<file path="src/rtl/pipe_hazard_ctrl.sv">
// pipe_hazard_ctrl: central stall/flush scheduler for the FE/DE/EX/M/WB pipeline.
// Resolves load-use, multi-cycle EX, EX redirect and M-busy hazards.
// Optional feature macro: PIPE_CTRL_PERF_EN (builds saturating perf counters).
module pipe_hazard_ctrl #(
  parameter int unsigned MC_LAT_W = 4
) (
  input  logic                clk,
  input  logic                rst_bar,
  input  logic                de_valid,
  input  logic [2:0]          de_src0_idx,
  input  logic [2:0]          de_src1_idx,
  input  logic [1:0]          de_src_used,
  input  logic                ex_valid,
  input  logic                ex_is_load,
  input  logic [2:0]          ex_dst_idx,
  input  logic                ex_mc_start,
  input  logic [MC_LAT_W-1:0] ex_mc_lat,
  input  logic                ex_redirect,
  input  logic                m_busy,
  output logic                fe_stall,
  output logic                stall_fd,
  output logic                stall_de,
  output logic                stall_em,
  output logic                stall_mw,
  output logic                flush_fd,
  output logic                flush_de,
  output logic                flush_em,
  output logic                flush_mw,
  output logic [15:0]         perf_stall_cnt,
  output logic [15:0]         perf_flush_cnt
);

  localparam int unsigned PERF_W = 16;

  typedef enum logic {
    ST_RUN = 1'b0,
    ST_MC  = 1'b1
  } state_e;

  state_e              state_q, state_d;
  logic [MC_LAT_W-1:0] mc_cnt_q, mc_cnt_d;
  logic                load_use;

  // Load-use: a DE source actually read matches the destination of an EX load.
  assign load_use = ex_valid & ex_is_load & de_valid &
                    ((de_src_used[0] & (de_src0_idx == ex_dst_idx)) |
                     (de_src_used[1] & (de_src1_idx == ex_dst_idx)));

  // FSM state and multi-cycle counter register.
  always_ff @(posedge clk) begin
    if (!rst_bar) begin
      state_q  <= ST_RUN;
      mc_cnt_q <= '0;
    end else begin
      state_q  <= state_d;
      mc_cnt_q <= mc_cnt_d;
    end
  end

  // Prioritised hazard resolution: next state plus same-cycle stall/flush pins.
  always_comb begin
    state_d  = state_q;
    mc_cnt_d = mc_cnt_q;
    fe_stall = 1'b0;
    stall_fd = 1'b0;
    stall_de = 1'b0;
    stall_em = 1'b0;
    stall_mw = 1'b0;
    flush_fd = 1'b0;
    flush_de = 1'b0;
    flush_em = 1'b0;
    flush_mw = 1'b0;
    if (!rst_bar) begin
      flush_fd = 1'b1;
      flush_de = 1'b1;
      flush_em = 1'b1;
      flush_mw = 1'b1;
      state_d  = ST_RUN;
      mc_cnt_d = '0;
    end else if (m_busy) begin
      // Freeze everything upstream of M and bubble into WB.
      fe_stall = 1'b1;
      stall_fd = 1'b1;
      stall_de = 1'b1;
      stall_em = 1'b1;
      flush_mw = 1'b1;
    end else if (state_q == ST_MC) begin
      fe_stall = 1'b1;
      stall_fd = 1'b1;
      stall_de = 1'b1;
      flush_em = 1'b1;
      if (mc_cnt_q <= MC_LAT_W'(1)) begin
        state_d  = ST_RUN;
        mc_cnt_d = '0;
      end else begin
        mc_cnt_d = mc_cnt_q - MC_LAT_W'(1);
      end
    end else if (ex_valid && ex_redirect) begin
      flush_fd = 1'b1;
      flush_de = 1'b1;
    end else if (ex_valid && ex_mc_start && (ex_mc_lat >= MC_LAT_W'(2))) begin
      // First of N-1 stall cycles; N==2 needs no further MC residency.
      fe_stall = 1'b1;
      stall_fd = 1'b1;
      stall_de = 1'b1;
      flush_em = 1'b1;
      if (ex_mc_lat != MC_LAT_W'(2)) begin
        state_d  = ST_MC;
        mc_cnt_d = ex_mc_lat - MC_LAT_W'(2);
      end
    end else if (load_use) begin
      fe_stall = 1'b1;
      stall_fd = 1'b1;
      flush_de = 1'b1;
    end
  end

`ifdef PIPE_CTRL_PERF_EN
  logic              redirect_taken;
  logic [PERF_W-1:0] perf_stall_q;
  logic [PERF_W-1:0] perf_flush_q;

  assign redirect_taken = rst_bar & ~m_busy & (state_q == ST_RUN) & ex_valid & ex_redirect;

  // Saturating counters of fetch-stall cycles and taken redirects.
  always_ff @(posedge clk) begin
    if (!rst_bar) begin
      perf_stall_q <= '0;
      perf_flush_q <= '0;
    end else begin
      if (fe_stall && (perf_stall_q != {PERF_W{1'b1}})) begin
        perf_stall_q <= perf_stall_q + PERF_W'(1);
      end
      if (redirect_taken && (perf_flush_q != {PERF_W{1'b1}})) begin
        perf_flush_q <= perf_flush_q + PERF_W'(1);
      end
    end
  end

  assign perf_stall_cnt = perf_stall_q;
  assign perf_flush_cnt = perf_flush_q;
`else
  assign perf_stall_cnt = PERF_W'(0);
  assign perf_flush_cnt = PERF_W'(0);
`endif

endmodule

</file>
<file path="config.mk">
export PLATFORM = sky130hd
export DESIGN_NAME = pipe_hazard_ctrl
export DESIGN_NICKNAME = d
export VERILOG_FILES = /design/src/rtl/pipe_hazard_ctrl.sv
export SDC_FILE = /design/constraint.sdc
export NUM_CORES = 1
export LEC_CHECK = 0
export CAP_MARGIN = 20
export CORE_ASPECT_RATIO = 0.8
export CORE_MARGIN = 2
export CORE_UTILIZATION = 25
export DETAILED_ROUTE_END_ITERATION = 7
export MAX_ROUTING_LAYER = met4
export PLACE_DENSITY = 0.61
export SYNTH_ARGS = -nofsm -noshare
export SYNTH_HDL_FRONTEND = slang
export SYNTH_SLANG_ARGS = --single-unit
</file>
<file path="constraint.sdc">
create_clock -name clk -period 2.9 [get_ports clk]
set_input_delay 0.435 -clock clk [delete_from_list [all_inputs] [get_ports clk]]
set_output_delay 0.435 -clock clk [all_outputs]
set_load 0.01 [all_outputs]
</file>
==> results_dict.tcl, run 1 <==
set metrics [dict create \
    wl_per_cell_um 9.17 \
    finalNonFillerCells 179 \
    area_growth_pct 35.2 \
    ys.flop_type "dfxtp_1" \
    dieHeight_um 54.3 \
    utilization 0.351 \
    ys_seq_elements 5 \
    cp_max_fo 4 \
    cts_buffers 3 \
    hold_buffers 0 \
    drtAntennaViolNets 0 \
    rows 18 \
    crit_path_max_incr_delay_ns 0.55 \
    drc_errors 0 \
    tns_ns 0 \
    pin_count 64 \
    rsz0062_at_grt "no" \
    maxSlewViolCount 0 \
    period_share 0.926 \
    cp-start-kind "input pin" \
    maxCapViolations 0 \
    powerDensity_mw_per_mm2 308 \
    ff2ff_setup_slack_ns 1.39 \
    finalClockSkew_ns 0.00154 \
    wl_um 1640 \
    max_freq_mhz 373 \
    dp_cells 175 \
    clock_latency_ns 0.23 \
    async_flop_share 0 \
    synth_cells 105 \
    clock_path_buffers 2 \
    critPathTopFamily "buffers and inverters" \
    synth.largest_area_cell "buf_4" \
    post_cts_buffers 0 \
    finalHoldViolCount 0 \
    synth_area_um2 790 \
    num_vias 710 \
    r2r-end "mc_cnt_q[0]$_SDFFE_PN0P_" \
    yosysWarningCount 0 \
    io_buffers 30 \
    reg2reg_depth 5 \
    cp-startpoint "ex_redirect" \
    cp_num_buf_inv 2 \
    cp_slowest_cell "clkdlybuf4s50_1" \
    crit_cells 6 \
    grt_max_degree 8 \
    synth_area_leaders "buf_4 (32%), dfxtp_1 (13%), xnor2_1 (7.8%)" \
    clkTransAtPathRegs_ns 0.04 \
    cts_num_sinks 5 \
    synth_cell_type_count 32 \
    gr-total-overflow 0 \
    avgSynthCellArea_um2 7.52 \
    cts_resized 0 \
    grt_usage 0.0922 \
    fill_cells 340 \
    synth_edf_count 0 \
    grt_pass1_vias 594 \
    n_antenna_cell 0 \
    crit_arrival_ns 2.25 \
    endpoint "flush_de" \
    die_area_mm2 0.00363 \
    drtIter0Drc 32 \
    antenna_found_initial 0 \
    hold_path_class "reg2reg" \
    dr.pass1.iters 4 \
    finalCriticalPeriod_ns 2.68 \
    cp-end-kind "primary output" \
    critPathKind "in2out" \
    seq_area_frac_synth 0.127 \
    cts_tree "built" \
    required_ns 2.47 \
    hold_slack_ns 0.518 \
    nets 166 \
    clockRootBuffer "clkbuf_8" \
    core_area_mm2 0.00304 \
    start_util 0.260 \
    h-tree-depth 1 \
    dp_hpwl_um 1450 \
    vias_per_cell 3.97 \
    grt_pass1_wl_um 2370 \
    reg2reg_from "mc_cnt_q[0]$_SDFFE_PN0P_" \
    path_cells "clkdlybuf4s50_1, and3b_1, o2bb2ai_1, a21oi_1, a21oi_1, clkdlybuf4s50_1" \
    yosysMostFrequentCell "buf_4" \
    ir_drop_mv 0.109 \
    gp_congestion 0.798 \
    die_w_um 66.8 \
    power_w 0.000329 \
    netlist.area_leader.share 0.323 \
    synth_common_cells "buf_4 (34), inv_1 (9), nor2_1 (7), xnor2_1 (7), dfxtp_1 (5)" \
    drive_gt1_frac 0.0791 \
    finalSetupViolations 0 \
    outcome "finished clean" \
    p_leak_nw 0.460 \
]
-- metal layers --
| metal | part of all wire | GRT usage | wire, µm | vias to the layer above |
|---|---|---|---|---|
| met5 | 0 | - | 0 | - |
| met4 | 0.015 | 0.0510 | 25 | 0 |
| met3 | 0.081 | 0.0309 | 133 | 3 |
| met2 | 0.49 | 0.143 | 812 | 34 |
| met1 | 0.41 | 0.106 | 671 | 321 |
| li1 | - | - | - | 352 |
-- how the worst min path moves through the flow --
| stage | start | end | cells past startpoint |
|---|---|---|---|
| finish | mc_cnt_q[2]$_SDFFE_PN0P_ | mc_cnt_q[2]$_SDFFE_PN0P_ | 2 |
| detailed placement | mc_cnt_q[2]$_SDFFE_PN0P_ | mc_cnt_q[2]$_SDFFE_PN0P_ | 2 |
| floorplan | mc_cnt_q[2]$_SDFFE_PN0P_ | mc_cnt_q[2]$_SDFFE_PN0P_ | 2 |
| global route | mc_cnt_q[3]$_SDFFE_PN0P_ | mc_cnt_q[3]$_SDFFE_PN0P_ | 2 |
| global placement | mc_cnt_q[2]$_SDFFE_PN0P_ | mc_cnt_q[2]$_SDFFE_PN0P_ | 2 |
| CTS | mc_cnt_q[2]$_SDFFE_PN0P_ | mc_cnt_q[2]$_SDFFE_PN0P_ | 2 |
-- cells by family after synthesis --
| group | count (synthesis) | synth area share |
|---|---|---|
| xor+xnor | 8 | 0.0888 |
| flops | 5 | 0.127 |
| simple gates | 23 | 0.158 |
| other cells | 1 | 0.00475 |
| buf+inv | 45 | 0.377 |
| compound gates | 20 | 0.197 |
| fa+ha+maj | 3 | 0.0475 |
-- report_power, final --
| group | total [W] | switching (W) | internal (W) |
|---|---|---|---|
| registers | 0.0000743 | 0.00000288 | 0.0000715 |
| logic | 0.000120 | 0.0000591 | 0.0000612 |
| clock network | 0.000134 | 0.0000396 | 0.0000948 |
-- layout by cell type, fill, tap and decap left out, types with 4 or more instances in the layout --
cell type	count
nand2_1	4
clkdlybuf4s50_1	30
conb_1	33
xnor2_1	7
nor2_1	7
dfxtp_1	5
o21ai_0	4
inv_1	9
-- layout make-up --
cell class / count / area, µm² / share of cell area
Timing Repair Buffer: 33 / 323 / 0.302
Inverter: 10 / 37.5 / 0.0352
Multi-Input combinational cell: 87 / 512 / 0.479
Tap cell: 40 / 50.0 / 0.0469
Clock buffer: 4 / 45.0 / 0.0422
Sequential cell: 5 / 100 / 0.0938
-- metrics by stage --
step	instance area [µm²]	setup WS, ns
floorplan	910	1.04
global placement	1020	0.262
detailed placement	1020	0.221
CTS	1070	0.214
global route	1070	0.0515
finish	1070	0.215
-- sequential cells by signal, summed over array words and instances, names as in the netlist --
register / count
mc_cnt_q: 4
state_q: 1
-- worst reg2reg max path, cell delays in order, from the launching register on --
cell	delay, ns
dfxtp_1	0.38
inv_1	0.08
ha_1	0.23
o21ai_0	0.32
nand3_1	0.15
a311oi_2	0.27
(Power assumes the default switching activity.)
==> inputs of run 2 (changes only) <==
--- a/config.mk
+++ b/config.mk
@@ -8,10 +8,11 @@
 export CAP_MARGIN = 20
 export CORE_ASPECT_RATIO = 0.8
 export CORE_MARGIN = 2
-export CORE_UTILIZATION = 25
+export CORE_UTILIZATION = 35
 export DETAILED_ROUTE_END_ITERATION = 7
 export MAX_ROUTING_LAYER = met4
-export PLACE_DENSITY = 0.61
+export PLACE_DENSITY = 0.82
+export SLEW_MARGIN = 15
 export SYNTH_ARGS = -nofsm -noshare
 export SYNTH_HDL_FRONTEND = slang
 export SYNTH_SLANG_ARGS = --single-unit
==> run 2 against run 1 <==
  * Power fell by 16%
  * Highest routed layer unchanged
  * Combinational power barely moved
  * Clock-buffer cell count did not move
  * Hold slack got worse by 0.016 ns
  * Die area fell by 27%
  * Fmax rose by 2.0%
  * First-iteration DRC count fell by 63%
  * Sequential share of layout area rose by 0.41 points
  * Critical path type unchanged
==> results_dict.tcl, run 2 (synthesis results as in run 1) <==
set metrics [dict create \
    internal_power_w 0.000184 \
    drtIter0Drc 12 \
    grt_pass1_vias 627 \
    final_common_cell "conb_1" \
    drive_gt1_frac 0.0725 \
    required_ns 2.47 \
    hold_slack_ns 0.502 \
    maxSlewViolCount 0 \
    gp_congestion 0.888 \
    path_cells "clkdlybuf4s50_1, and3b_1, o2bb2ai_1, a21oi_1, a21oi_1, clkdlybuf4s50_1" \
    cts_buffers 3 \
    crit_path_max_incr_delay_ns 0.55 \
    hold_path_class "reg2reg" \
    cp-start-kind "input pin" \
    cp_max_fo 4 \
    cp_num_buf_inv 2 \
    power_w 0.000276 \
    fill_cells 216 \
    outcome "finished clean" \
    n_antenna_cell 0 \
    antenna_found_initial 0 \
    pin_count 64 \
    finalCriticalPeriod_ns 2.63 \
    cts_resized 0 \
    cp-startpoint "ex_redirect" \
    clkTransAtPathRegs_ns 0.05 \
    rsz0062_at_grt "no" \
    critPathTopFamily "buffers and inverters" \
    period_share 0.907 \
    pwr-share-clk 0.299 \
    drtAntennaViolNets 0 \
    core_area_mm2 0.00214 \
    cts_num_sinks 5 \
    seq_area_um2 100 \
    wl_per_cell_um 10.8 \
    cp-end-kind "primary output" \
    ir_drop_mv 0.166 \
    max_freq_mhz 380 \
    finalNonFillerCells 163 \
    p_comb_frac 0.434 \
    clock_latency_ns 0.25 \
    finalHoldViolCount 0 \
    grt_max_degree 13 \
    wl_met1_um 657 \
    p_sw_w 0.0000924 \
    dr.pass1.iters 4 \
    largest_reg_flops 4 \
    crit_arrival_ns 2.20 \
    post_cts_buffers 0 \
    hold_buffers 0 \
    gr-total-overflow 0 \
    maxCapViolations 0 \
    reg_top3 "mc_cnt_q (4), state_q (1)" \
    pwr-share-seq 0.267 \
    die_area_mm2 0.00265 \
    grt_usage 0.144 \
    nets 165 \
    multiInputGateArea_um2 512 \
    clock_path_buffers 2 \
    cts_tree "built" \
    finalClockSkew_ns 0.00752 \
    hold_start "mc_cnt_q[2]$_SDFFE_PN0P_" \
    utilization 0.478 \
    reg2reg_from "mc_cnt_q[0]$_SDFFE_PN0P_" \
    wl_um 1760 \
    dieHeight_um 46.5 \
    num_vias 696 \
    clockRootBuffer "clkbuf_4" \
    io_buffers 30 \
    h-tree-depth 1 \
    cp_slowest_cell "clkdlybuf4s50_1" \
    drc_errors 0 \
    met3_length_um 120 \
    top_layer_used "met4" \
    dp_hpwl_um 1550 \
    rows 15 \
    critPathKind "in2out" \
    wl_met2_um 961 \
    largest-register "mc_cnt_q" \
    area_growth_pct 29.5 \
    switching_share 0.335 \
    tns_ns 0 \
    die_w_um 57.1 \
    vias_per_cell 4.27 \
    finalSetupViolations 0 \
    ff2ff_setup_slack_ns 1.42 \
    grt_pass1_wl_um 2760 \
    p_leak_nw 0.447 \
    powerDensity_mw_per_mm2 270 \
    start_util 0.369 \
    final_cell_mix "conb_1 (33), clkdlybuf4s50_1 (30), inv_1 (9), xnor2_1 (7), nor2_1 (7)" \
    dp_cells 159 \
]
## run 2: cell count changes in the layout (fill, tap and decap cells not counted)
cell and change:
clkbuf_8 -3, buf_4 -1, clkbuf_4 +3
## run 2: power groups by stage
| stage | registers (W) | logic [W] | clock network [W] |
|---|---|---|---|
| floorplan | 0.0000745 | 0.0000955 | 0 |
| finish | 0.0000737 | 0.000120 | 0.0000826 |
| global placement | 0.0000747 | 0.000117 | 0 |
| detailed placement | 0.0000749 | 0.000119 | 0 |
| global route | 0.0000739 | 0.000131 | 0.0000933 |
| CTS | 0.0000737 | 0.000120 | 0.0000848 |
## run 2: worst reg2reg max path, delay by kind of cell, from the launching register on
kind | cells | cell delay [ns]
DFF | 1 | 0.38
adders and majority gates | 1 | 0.22
and+or+nand+nor | 1 | 0.15
AOI/OAI and AO/OA | 2 | 0.57
buffers and inverters | 1 | 0.08
## run 2: path summary, 6_finish.rpt
kind / depth (start not counted) / to
worst max-delay path: 6 / flush_de
worst min-delay path: 2 / mc_cnt_q[2]$_SDFFE_PN0P_
worst max register to register: 5 / mc_cnt_q[0]$_SDFFE_PN0P_
worst min register to register: 2 / mc_cnt_q[2]$_SDFFE_PN0P_
## run 2: layer usage
layer / track usage / vias up
li1: - / 352
met1: 0.158 / 315
met2: 0.241 / 27
met3: 0.0702 / 2
met4: 0.0279 / 0
met5: - / -
## run 2: through the flow
| step | setup WS, ns | area (µm²) |
|---|---|---|
| finish | 0.268 | 1020 |
| global route | 0.128 | 1020 |
| CTS | 0.256 | 1020 |
| detailed placement | 0.262 | 996 |
| global placement | 0.294 | 996 |
| floorplan | 1.04 | 910 |
## run 2: layout make-up
| type | count | area share |
|---|---|---|
| Timing Repair Buffer | 32 | 0.308 |
| Inverter | 10 | 0.0367 |
| Multi-Input combinational cell | 87 | 0.501 |
| Sequential cell | 5 | 0.0979 |
| Clock buffer | 4 | 0.0257 |
| Tap cell | 25 | 0.0306 |
